File: src/rtl/scheduler_sched_info_table.sv
// Per-accelerator-type schedule info table: multi-port reads with write-first
// forwarding, per-entry valid bits and a per-type round-robin instance pointer.
module scheduler_sched_info_table #(
  parameter int MAX_ACC_TYPES = 16,
  parameter int ACC_TYPE_BITS = $clog2(MAX_ACC_TYPES),
  parameter int DATA_BITS     = 48,
  parameter int NUM_RD_PORTS  = 2,
  parameter int CNT_BITS      = 8
) (
  input  logic                                clk,
  input  logic                                rstn,
  input  logic                                flush,
  input  logic                                wr_en,
  input  logic                                wr_clear,
  input  logic [ACC_TYPE_BITS-1:0]            wr_addr,
  input  logic [DATA_BITS-1:0]                wr_data,
  input  logic [NUM_RD_PORTS-1:0]             rd_en,
  input  logic [NUM_RD_PORTS*ACC_TYPE_BITS-1:0] rd_addr,
  output logic [NUM_RD_PORTS-1:0]             rd_valid,
  output logic [NUM_RD_PORTS-1:0]             rd_hit,
  output logic [NUM_RD_PORTS*DATA_BITS-1:0]   rd_data,
  input  logic                                rr_req,
  input  logic [ACC_TYPE_BITS-1:0]            rr_addr,
  output logic                                rr_valid,
  output logic                                rr_hit,
  output logic [CNT_BITS-1:0]                 rr_idx
);

  logic [MAX_ACC_TYPES-1:0][DATA_BITS-1:0] r_mem;
  logic [MAX_ACC_TYPES-1:0]                r_valid;
  logic [MAX_ACC_TYPES-1:0][CNT_BITS-1:0]  r_rr_ptr;

  logic w_wr_upd, w_wr_set;
  assign w_wr_upd = wr_en & ~flush;
  assign w_wr_set = w_wr_upd & ~wr_clear;

  // Read ports see the post-update state of their entry (write-first).
  logic [NUM_RD_PORTS-1:0]                w_rd_hit;
  logic [NUM_RD_PORTS-1:0][DATA_BITS-1:0] w_rd_dat;

  for (genvar p = 0; p < NUM_RD_PORTS; p++) begin : g_rd
    logic [ACC_TYPE_BITS-1:0] w_ra;
    assign w_ra        = rd_addr[p*ACC_TYPE_BITS +: ACC_TYPE_BITS];
    assign w_rd_hit[p] = flush ? 1'b0 :
                         (w_wr_upd && wr_addr == w_ra) ? ~wr_clear : r_valid[w_ra];
    assign w_rd_dat[p] = (w_wr_set && wr_addr == w_ra) ? wr_data : r_mem[w_ra];
  end

  logic                w_rr_fwd, w_rr_vld, w_rr_ok, w_rr_oob;
  logic [CNT_BITS-1:0] w_rr_cnt, w_rr_ptr, w_rr_idx, w_rr_inc, w_rr_nxt;

  assign w_rr_fwd = w_wr_upd && (wr_addr == rr_addr);
  assign w_rr_vld = flush ? 1'b0 : w_rr_fwd ? ~wr_clear : r_valid[rr_addr];
  assign w_rr_cnt = (w_wr_set && wr_addr == rr_addr) ? wr_data[CNT_BITS-1:0]
                                                     : r_mem[rr_addr][CNT_BITS-1:0];
  assign w_rr_ptr = (flush || w_rr_fwd) ? '0 : r_rr_ptr[rr_addr];
  assign w_rr_ok  = rr_req && w_rr_vld && (w_rr_cnt != '0);
  // An out-of-range pointer is treated as 0, so the next pointer is 1 mod cnt.
  assign w_rr_oob = (w_rr_ptr >= w_rr_cnt);
  assign w_rr_idx = w_rr_oob ? '0 : w_rr_ptr;
  assign w_rr_inc = w_rr_idx + CNT_BITS'(1);
  assign w_rr_nxt = (w_rr_inc == w_rr_cnt) ? '0 : w_rr_inc;

  always_ff @(posedge clk) begin
    if (w_wr_set) r_mem[wr_addr] <= wr_data;
  end

  // The pick increment is assigned last so it overrides a same-cycle write's reset.
  always_ff @(posedge clk or negedge rstn) begin
    if (!rstn) begin
      r_valid  <= '0;
      r_rr_ptr <= '0;
    end else if (flush) begin
      r_valid  <= '0;
      r_rr_ptr <= '0;
    end else begin
      if (wr_en) begin
        r_valid[wr_addr]  <= ~wr_clear;
        r_rr_ptr[wr_addr] <= '0;
      end
      if (w_rr_ok) r_rr_ptr[rr_addr] <= w_rr_nxt;
    end
  end

  always_ff @(posedge clk or negedge rstn) begin
    if (!rstn) begin
      rd_valid <= '0;
      rd_hit   <= '0;
      rd_data  <= '0;
      rr_valid <= 1'b0;
      rr_hit   <= 1'b0;
      rr_idx   <= '0;
    end else begin
      rd_valid <= rd_en;
      rd_hit   <= rd_en & w_rd_hit;
      for (int p = 0; p < NUM_RD_PORTS; p++) begin
        if (rd_en[p]) rd_data[p*DATA_BITS +: DATA_BITS] <= w_rd_hit[p] ? w_rd_dat[p] : '0;
      end
      rr_valid <= rr_req;
      rr_hit   <= w_rr_ok;
      rr_idx   <= w_rr_ok ? w_rr_idx : '0;
    end
  end

endmodule
File: config.mk
export PLATFORM = sky130hd
export DESIGN_NAME = scheduler_sched_info_table
export DESIGN_NICKNAME = d
export VERILOG_FILES = /design/src/rtl/scheduler_sched_info_table.sv
export SDC_FILE = /design/constraint.sdc
export NUM_CORES = 1
export LEC_CHECK = 0
export CAP_MARGIN = 5
export CELL_PAD_IN_SITES_DETAIL_PLACEMENT = 1
export CELL_PAD_IN_SITES_GLOBAL_PLACEMENT = 2
export CORE_ASPECT_RATIO = 1.75
export CORE_MARGIN = 2
export CORE_UTILIZATION = 48
export DETAILED_ROUTE_END_ITERATION = 7
export PLACE_DENSITY = 0.87
export SETUP_SLACK_MARGIN = 0.15
export SLEW_MARGIN = 0
export SYNTH_ARGS = -nofsm -noshare
export SYNTH_HDL_FRONTEND = slang
export SYNTH_SLANG_ARGS = --single-unit
File: constraint.sdc
create_clock -name clk -period 5.85 [get_ports clk]
set_input_delay 1.17 -clock clk [delete_from_list [all_inputs] [get_ports clk]]
set_output_delay 1.17 -clock clk [all_outputs]
set_load 0.02 [all_outputs]
==> impl_metrics.py <==
metrics = {
    "outcome": {
        "outcome": "completed",
    },
    "detailed_routing": {
        "postRouteAntennaNets": 0,
        "viasPerCell": 6.94,
        "wire_per_inst_um": 36.2,
        "first_iter_violations": 3407,
        "vias": 29900,
        "wirelength_um": 156000,
        "first_pass_iters": 5,
        "remaining_drc_errors": 0,
    },
    "synth": {
        "yosysMostFrequentCell": "edfxtp_1",
        "ys_ff_latch": 1022,
        "synth.top_cells.by_count": "edfxtp_1, mux4_2, dfrtp_1, nand3_1, o31ai_1",
        "synth_area_per_cell_um2": 18.4,
        "synthCells": 2643,
        "synth.area.top_cells": "edfxtp_1, mux4_2, dfrtp_1, mux2i_1, o31ai_1",
        "yosysTopAreaCell": "edfxtp_1",
        "synth.net_count": 2724,
        "seq_area_frac_synth_pct": 60.4,
        "synth_top_area_share_pct": 47.3,
        "synth_edf_count": 768,
        "async_flop_share_pct": 24.9,
        "ys_types": 62,
        "synth_ff_type": "edfxtp_1",
        "yosysWarnings": 0,
        "syn_area_um2": 48700,
    },
    "floorplanning": {
        "io_pins": 182,
        "start_util_pct": 48.5,
        "fp-row-count": 154,
        "fp.dieW_um": 245,
        "core_um2": 101000,
        "die_area_um2": 104000,
        "fp.dieH_um": 426,
    },
    "power": {
        "p_sw_share_pct": 23.1,
        "pwr-share-seq_pct": 49.3,
        "combPwrFrac_pct": 8.3,
        "power_density_nw_per_um2": 283,
        "p_sw_mw": 3.69,
        "pwr-share-clk_pct": 42.3,
        "power_mw": 16.0,
        "internal_power_mw": 12.3,
        "total_leakage_power_nw": 18.9,
        "irDropWorstVdd_v": 0.000336,
    },
    "clock_network": {
        "htree_levels": 3,
        "postCtsHoldBufs": 0,
        "clkLatencyLatePin_ns": 0.73,
        "cts_root_buf": "clkbuf_16",
        "cts_tree": "built",
        "cts_made_buffers": 93,
        "clk_pin_slew_ns": 0.07,
        "post-cts-setup-buffers": 0,
        "cts.sinks": 1022,
        "cts_max_path_buffers": 3,
    },
    "critical_path": {
        "end_kind": "register",
        "cp_top_family": "simple AND/OR/NAND/NOR gates",
        "crit_arrival_ns": 6.09,
        "worstPathRequired_ns": 6.41,
        "setup.worst_path.class": "input pin to register",
        "crit_slowest_cell": "mux4_2",
        "cpMostUsedCell": "buf_4",
        "cp-start-kind": "input pin",
        "slowest_delay_ns": 0.60,
        "path_cells": "clkdlybuf4s50_1 -> buf_12 -> buf_4 -> mux4_2 -> mux2i_1 -> buf_4 -> ha_4 -> a21oi_1 -> nand2_1 -> a221o_1 -> or3_4 -> nor2_2 -> ha_4 -> xnor3_1 -> or4_4 -> nor4_4 -> buf_6 -> buf_4 -> o31ai_1",
        "critical_path.max_fanout": 9,
        "cp_num_buf_inv": 6,
    },
    "sta": {
        "clock.fmax_mhz": 181,
        "slew_viol_final": 0,
        "rsz0062_at_grt": "no",
        "fin_ws_ns": 0.318,
        "hold_ws_ns": 0.458,
        "finalSetupTns_ns": 0,
        "final-setup-viol-count": 0,
        "hold_viol": 0,
        "worst_pin_slew_ns": 1.36,
        "skew_ns": 0.0436,
        "period_needed_ns": 5.53,
        "period_share_pct": 94.6,
        "relSlewSlack_pct": 9.00,
    },
    "grt": {
        "grt_usage_pct": 30.6,
        "grt_pass1_vias": 32900,
        "grt_max_degree": 114,
        "grt_pass1_wl_um": 229000,
        "antenna_found_initial": 5,
        "grt_overflow_total": 0,
    },
    "layout": {
        "final_cell_area_um2": 56500,
        "syn_to_final_growth_pct": 16.0,
        "utilization_pct": 56.2,
        "stdcell_count": 4304,
        "drive_above_1_share_pct": 33.3,
        "nets": 2975,
    },
    "flow_run": {
        "maxCapViolations": 0,
    },
    "place": {
        "place.gp.congestion": 0.952,
        "detailed_place_hpwl_um": 94800,
        "dpl_worst_slack_ns": -0.434,
        "dpl.cell_count": 4123,
        "placed_area_um2": 53100,
        "io_buffers": 181,
    },
    "hold_path": {
        "hold_path_class": "input pin to async pin",
    },
}
-- layout by cell type, fill, tap and decap left out, drive strengths merged, types with 2 or more instances in the layout --
| cell | netlist | layout |
|---|---|---|
| nor4 | 6 | 6 |
| or4 | 2 | 2 |
| clkbuf | 124 | 114 |
| a22oi | 10 | 10 |
| xnor2 | 16 | 16 |
| o21ai | 7 | 7 |
| and4 | 6 | 6 |
| nor3 | 13 | 13 |
| inv | 109 | 116 |
| clkinvlp | 0 | 13 |
| mux2i | 102 | 102 |
| clkdlybuf4s50 | 0 | 168 |
| o22ai | 96 | 96 |
| clkinv | 0 | 28 |
| buf | 103 | 211 |
| nand2 | 39 | 39 |
| dfrtp | 254 | 254 |
| bufinv | 0 | 18 |
| o211a | 2 | 2 |
| a31oi | 6 | 6 |
| nor2 | 37 | 37 |
| ha | 9 | 9 |
| nor3b | 2 | 2 |
| diode | 0 | 3 |
| a21oi | 16 | 16 |
| or2 | 5 | 5 |
| or3 | 18 | 18 |
| mux4 | 566 | 566 |
| nand4 | 4 | 4 |
| and2 | 2 | 2 |
| and3 | 3 | 3 |
| a22o | 2 | 2 |
| nand3 | 141 | 141 |
| o31ai | 128 | 128 |
| a21o | 18 | 18 |
| nor2b | 5 | 5 |
| nand2b | 8 | 8 |
| xor2 | 5 | 5 |
| edfxtp | 768 | 768 |
-- final cells by class --
cell class	count	area (um2)
multi-input cells	1285	18000
clock buffers	110	2450
clock inverters	66	880
repair buffers	383	3710
inverters	109	419
well taps	1326	1660
diodes	3	7.51
fillers	8886	44100
flip-flops and latches	1022	29400
-- repair_timing --
action,CTS,global route
resized for setup,0,12
endpoints found under the hold margin,0,0
setup endpoints to repair,0,128
-- registers in the layout, summed over array words and instances, names as in the netlist --
name      flops
r_valid      16
rd_valid      2
rr_hit        1
r_mem       768
rr_valid      1
rd_data      96
r_rr_ptr    128
rr_idx        8
rd_hit        2
-- cells by family (layout without fill, tap and decap cells) --
family                     after synthesis  count (layout)  synth area share, %
DFF                                   1022            1022                 60.4
muxes                                  668             668                 28.3
buffers and inverters                  336             668                 3.29
AOI/OAI and AO/OA                      294             294                 4.24
and+or+nand+nor                        292             292                 3.20
xor gates and xnor gates                22              22                0.424
adders and majority gates                9               9                0.231
other                                    0               3                    0
-- per-layer routing --
metal / global-route usage [%] / wire length (um) / up-vias
met3: 5.57 / 12000 / 523
met4: 18.7 / 10400 / 6
met1: 37.2 / 53800 / 16000
li1: - / - / 11600
met5: 0 / 37 / -
met2: 51.1 / 79600 / 1738
-- path summary, 6_finish.rpt --
kind,cells after the start,to,slack [ns],start
worst max-delay path,19,r_rr_ptr[70],0.32,rr_addr[2]
worst min-delay path,1,r_rr_ptr[35],0.46,rstn
worst max register to register,17,r_rr_ptr[70],0.67,r_mem[150]
worst min register to register,2,r_rr_ptr[120],0.50,r_rr_ptr[120]
max in group asynchronous,2,rd_data[35],4.02,rstn
min in group clk,2,r_rr_ptr[120],0.50,r_rr_ptr[120]
-- power by group through the flow --
stage | clock network [mW] | registers [mW] | logic (mW)
after floorplan | 0 | 8.04 | 0.771
after global placement | 0 | 8.03 | 1.28
after detailed placement | 0 | 8.03 | 1.32
after CTS | 6.84 | 7.88 | 1.33
after global routing | 7.09 | 7.88 | 1.40
final | 6.76 | 7.88 | 1.33
(Power assumes the default switching activity.)
